### config.mk
export PLATFORM = sky130hd
export DESIGN_NAME = mul_vector_seq
export DESIGN_NICKNAME = d
export VERILOG_FILES = /design/src/rtl/mul_vector_pkg.sv /design/src/rtl/mul_limb_mac.sv /design/src/rtl/mul_vector_seq.sv
export SDC_FILE = /design/constraint.sdc
export NUM_CORES = 1
export LEC_CHECK = 0
export CAP_MARGIN = 20
export CORE_AREA = 2 2 180 182
export CTS_CLUSTER_DIAMETER = 50
export DETAILED_ROUTE_END_ITERATION = 7
export DIE_AREA = 0 0 182 184
export PLACE_DENSITY = 0.85
export SYNTH_ARGS = -nofsm -noshare
export SYNTH_HDL_FRONTEND = slang
export SYNTH_HIERARCHICAL = 1
export SYNTH_SLANG_ARGS = --single-unit
### constraint.sdc
create_clock -name clk -period 16.14 [get_ports clk]
set_clock_uncertainty 0.15 [all_clocks]
set_input_delay 2.421 -clock clk [delete_from_list [all_inputs] [get_ports clk]]
set_output_delay 2.421 -clock clk [all_outputs]
set_load 0.03 [all_outputs]
### src/rtl/mul_vector_pkg.sv
// Shared state type, default geometry and counter sizing helpers for the
// limb-serial vector multiplier.
package mul_vector_pkg;

  localparam int unsigned DEF_LIMB_W  = 16;
  localparam int unsigned DEF_N_LIMBS = 2;

  typedef enum logic [1:0] {
    IDLE = 2'd0,
    MUL  = 2'd1,
    DONE = 2'd2
  } state_t;

  // Bits needed to index n items, never less than one.
  function automatic int unsigned idx_w(input int unsigned n);
    return (n > 1) ? unsigned'($clog2(n)) : 1;
  endfunction

  // Step counter walks every (i, j) limb pair once.
  function automatic int unsigned step_cnt_w(input int unsigned n_limbs);
    return idx_w(n_limbs * n_limbs);
  endfunction

endpackage

### src/rtl/mul_limb_mac.sv
// One schoolbook step: accumulator plus a_i*b_j shifted to limb position
// (i+j). Purely combinational.
module mul_limb_mac
  import mul_vector_pkg::*;
#(
  parameter int unsigned LIMB_W  = DEF_LIMB_W,
  parameter int unsigned N_LIMBS = DEF_N_LIMBS,
  localparam int unsigned ACC_W  = 2 * N_LIMBS * LIMB_W,
  localparam int unsigned OFF_W  = idx_w(2 * N_LIMBS)
) (
  input  logic [LIMB_W-1:0] a_limb,
  input  logic [LIMB_W-1:0] b_limb,
  input  logic [OFF_W-1:0]  offset,
  input  logic [ACC_W-1:0]  acc,
  output logic [ACC_W-1:0]  sum_c
);

  logic [2*LIMB_W-1:0] prod;
  logic [ACC_W-1:0]    shifted;

  // Full-width limb product, placed at its limb offset; wrap is harmless
  // because the final product always fits the accumulator.
  always_comb begin
    prod    = (2 * LIMB_W)'(a_limb) * (2 * LIMB_W)'(b_limb);
    shifted = ACC_W'(prod) << (32'(offset) * LIMB_W);
    sum_c   = acc + shifted;
  end

endmodule

### src/rtl/mul_vector_seq.sv
// Limb-serial unsigned vector multiplier with valid/ready on both sides.
// Optional MUL_ZERO_SKIP_EN: a zero operand jumps straight to DONE with y=0.
module mul_vector_seq
  import mul_vector_pkg::*;
#(
  parameter int unsigned LIMB_W  = DEF_LIMB_W,
  parameter int unsigned N_LIMBS = DEF_N_LIMBS
) (
  input  logic                          clk,
  input  logic                          rst_n,
  input  logic                          in_valid,
  output logic                          in_ready,
  input  logic [N_LIMBS*LIMB_W-1:0]     a,
  input  logic [N_LIMBS*LIMB_W-1:0]     b,
  output logic                          out_valid,
  input  logic                          out_ready,
  output logic [2*N_LIMBS*LIMB_W-1:0]   y
);

  localparam int unsigned OP_W   = N_LIMBS * LIMB_W;
  localparam int unsigned ACC_W  = 2 * OP_W;
  localparam int unsigned STEP_W = step_cnt_w(N_LIMBS);
  localparam int unsigned OFF_W  = idx_w(2 * N_LIMBS);
  localparam logic [STEP_W-1:0] LAST_STEP = STEP_W'(N_LIMBS * N_LIMBS - 1);

  state_t              state_q, state_d;
  logic [STEP_W-1:0]   step_q, step_d;
  logic [OP_W-1:0]     a_q, a_d;
  logic [OP_W-1:0]     b_q, b_d;
  logic [ACC_W-1:0]    acc_q, acc_d;
  logic [ACC_W-1:0]    y_d;
  logic                in_ready_d;
  logic                out_valid_d;

  logic [STEP_W-1:0]   i_c, j_c;
  logic [LIMB_W-1:0]   a_limb_c, b_limb_c;
  logic [OFF_W-1:0]    offset_c;
  logic [ACC_W-1:0]    mac_sum_c;
  logic                accept_c;
`ifdef MUL_ZERO_SKIP_EN
  logic                zero_op_c;
`endif

  // Limb pair for the current step: i runs fastest, over operand A.
  always_comb begin
    i_c      = STEP_W'(32'(step_q) % N_LIMBS);
    j_c      = STEP_W'(32'(step_q) / N_LIMBS);
    a_limb_c = LIMB_W'(a_q >> (32'(i_c) * LIMB_W));
    b_limb_c = LIMB_W'(b_q >> (32'(j_c) * LIMB_W));
    offset_c = OFF_W'(32'(i_c) + 32'(j_c));
  end

  mul_limb_mac #(
    .LIMB_W  (LIMB_W),
    .N_LIMBS (N_LIMBS)
  ) u_mac (
    .a_limb (a_limb_c),
    .b_limb (b_limb_c),
    .offset (offset_c),
    .acc    (acc_q),
    .sum_c  (mac_sum_c)
  );

  assign accept_c = (state_q == IDLE) && in_valid && in_ready;
`ifdef MUL_ZERO_SKIP_EN
  assign zero_op_c = (a == '0) || (b == '0);
`endif

  // Next-state, datapath and registered-output control.
  always_comb begin
    state_d     = state_q;
    step_d      = step_q;
    a_d         = a_q;
    b_d         = b_q;
    acc_d       = acc_q;
    y_d         = y;
    in_ready_d  = in_ready;
    out_valid_d = out_valid;

    unique case (state_q)
      IDLE: begin
        if (accept_c) begin
          a_d        = a;
          b_d        = b;
          acc_d      = '0;
          y_d        = '0;
          step_d     = '0;
          in_ready_d = 1'b0;
`ifdef MUL_ZERO_SKIP_EN
          if (zero_op_c) begin
            state_d     = DONE;
            out_valid_d = 1'b1;
          end else begin
            state_d = MUL;
          end
`else
          state_d = MUL;
`endif
        end
      end

      MUL: begin
        acc_d  = mac_sum_c;
        step_d = step_q + STEP_W'(1);
        // Result is published on the same edge that commits the last step.
        if (step_q == LAST_STEP) begin
          state_d     = DONE;
          step_d      = '0;
          y_d         = mac_sum_c;
          out_valid_d = 1'b1;
        end
      end

      DONE: begin
        if (out_ready) begin
          state_d     = IDLE;
          out_valid_d = 1'b0;
          in_ready_d  = 1'b1;
        end
      end

      default: begin
        state_d     = IDLE;
        step_d      = '0;
        in_ready_d  = 1'b1;
        out_valid_d = 1'b0;
      end
    endcase
  end

  always_ff @(posedge clk) begin
    if (!rst_n) begin
      state_q   <= IDLE;
      step_q    <= '0;
      a_q       <= '0;
      b_q       <= '0;
      acc_q     <= '0;
      y         <= '0;
      in_ready  <= 1'b1;
      out_valid <= 1'b0;
    end else begin
      state_q   <= state_d;
      step_q    <= step_d;
      a_q       <= a_d;
      b_q       <= b_d;
      acc_q     <= acc_d;
      y         <= y_d;
      in_ready  <= in_ready_d;
      out_valid <= out_valid_d;
    end
  end

endmodule

==> flow_summary.ini <==
[status]
outcome = finished clean

[timing]
setup_viol = 0
hold_violations = 0
period_share_pct = 65.5
slew_violations = 0
tightest_slew_ps = 1060
clock.fmax_mhz = 94.6
fin_tns_setup_ps = 0
fin_crit_ps = 10570
rsz0062_at_grt = no
relSlewSlack_pct = 29.6

[clock_network]
clock-sinks = 198
hold_buffers = 0
ctsHtreeMaxLevel = 4
cts_buffers = 17
cts_resized = 0
postCtsSetupBuffers = 0
cts-root-buf = clkbuf_16
clk_latency_ps = 460
cts_buffer_depth = 2
cts_tree = done
clkTransAtPathRegs_ps = 70

[floorplanning]
design.die.area_mm2 = 0.0335
top_level_ports = 134
num_rows = 65
die_height_um = 184
die_w_um = 182
initial_utilization_pct = 64.2
fp.coreArea_mm2 = 0.0314

[finish]
final_util_pct = 70.3
layout.nets = 2771
layout-drive-gt1-share_pct = 4.89
syn2layout_area_growth_pct = 9.56
diodes = 0

[placed_design]
dpl.hpwl_mm = 42.9
place_congestion = 0.943
port_buffers = 133

[logic_synthesis]
synth_edf_count = 0
yosysWarnings = 6
synth_nets = 2738
syn_area_mm2 = 0.0201
ys_seq_area_share_pct = 19.7
synth_area_leaders = dfxtp_1 20%, fa_1 19%, ha_1 10%, nand2_1 6.4%, inv_1 4.8%
async_flop_share_pct = 0
yosys_most_used_dff = dfxtp_1
yosysUniqueCellTypes = 87
synth-seq-cells = 198
synth_cells = 2307
synth.most_common_cell = nand2_1
postSynthAreaPerCell_um2 = 8.73
yosysTopAreaCell = dfxtp_1
synth_top_area_share_pct = 19.7
synthTopCellsByCount = 344 x nand2_1, 258 x inv_1, 198 x dfxtp_1

[setup_path]
path_common_cell = fa_1
worst_setup_path_end_kind = flip-flop
cp-start-kind = flip-flop
arrival_ps = 10770
slowest_delay_ps = 890
rrSetupSlack_ps = 5570
crit_fanout = 19
crit_slowest_cell = dfxtp_1
required_ps = 16340
worstSetupPathType = reg -> reg

[drt]
ant_nets = 0
routed_wl_mm = 56.1
first_pass_iters = 5
wire_per_inst_um = 20.4
dr_total_vias = 17000
via_per_inst = 6.19
drc = 0
drtIter0Drc = 1247

[global_route]
grt-ovfl-total = 0
antenna_found_initial = 0
grt_pass1_wl_mm = 90.6
gr-usage-met1_pct = 40.6
grt_max_degree = 92
grt_pass1_vias = 17500
grt_use_met2_pct = 58.7
grt_busiest_layer = met2
use_met3_pct = 7.07
groute.usage.overall_pct = 34.1

[power_and_ir_drop]
ir_drop_mv = 0.0813
p_per_area_mw_per_mm2 = 58.6
p_leak_nw = 10.2

[job]
cap_viol_max_count = 0

[hold_path]
hold_class = reg -> reg
## critical path: cells and delay by family, from the launching register on
family	cells	cell delay [ps]
AOI/OAI and AO/OA	11	2310
xor gates and xnor gates	2	420
adders and majority gates	8	3870
buffers and inverters	4	210
DFF	1	890
muxes	2	750
and+or+nand+nor	8	1850
## stage by stage
step	instances	hold slack [ps]	total power, W	setup slack, ps	instance area, µm²
after floorplan	2307	282	0.000733	6780	20100
after global placement	2723	287	0.000821	5760	21400
after detailed placement	2723	295	0.000827	5730	21400
after CTS	2755	305	0.00130	5640	22100
after global routing	2755	324	0.00134	5140	22100
final	2755	303	0.00129	5570	22100
## state kept, by name, indices dropped and copies added (netlist names)
| register | count |
|---|---|
| acc_q | 64 |
| a_q | 32 |
| y | 64 |
| out_valid | 1 |
| step_q | 2 |
| state_q | 2 |
| in_ready | 1 |
| b_q | 32 |
## placed cells by master, fill, tap and decap left out, types with 25 or more instances in the layout
master           instances
ha_1                   168
xnor2_1                 50
a21oi_1                 91
nor3_1                  25
fa_1                   195
inv_1                  258
nand2_1                344
dfxtp_1                198
mux2_2                  33
nor2_1                  89
and2_1                 138
o21ai_0                 35
a32o_1                  65
a21o_1                  63
a22o_1                  67
a21boi_1                61
clkdlybuf4s50_1        132
xor2_1                  30
## per-layer routing
metal	wire (µm)	vias to the layer above
li1	-	7871
met5	0	-
met4	2640	0
met1	22300	8429
met3	3860	138
met2	27300	610
## report_power, final
group	total (W)	switching (W)	internal (W)	leakage, nW
registers	0.000514	0.0000110	0.000503	1.60
clock network	0.000470	0.000205	0.000264	0.313
logic	0.000309	0.000203	0.000107	8.31
total	0.00129	0.000419	0.000874	10.2
## kinds of logic after synthesis
logic type               Yosys count  synth area share (%)
buffers and inverters            385                  7.90
adder cells (fa/ha/maj)          363                  29.8
AO/OA/AOI/OAI                    536                  20.2
flip-flops                       198                  19.7
AND/OR/NAND/NOR                  703                  16.6
XOR/XNOR                          80                  3.48
multiplexers                      42                  2.29
## path summary, 6_finish.rpt
check	startpoint	endpoint	cells after the start
max	step_q[0]	y[57]	35
min	b_q[17]	b_q[17]	2
min reg2reg	b_q[17]	b_q[17]	2
max reg2reg	step_q[0]	y[57]	35
## layout make-up
cell class | count | area (µm²)
inverters | 258 | 968
repair buffers | 141 | 1390
clock inverters | 11 | 161
multi-input cells | 1724 | 14600
fillers | 2435 | 9320
flip-flops and latches | 198 | 3960
clock buffers | 21 | 480
well taps | 402 | 503
Note: power is estimated with default switching activity, not from simulation.
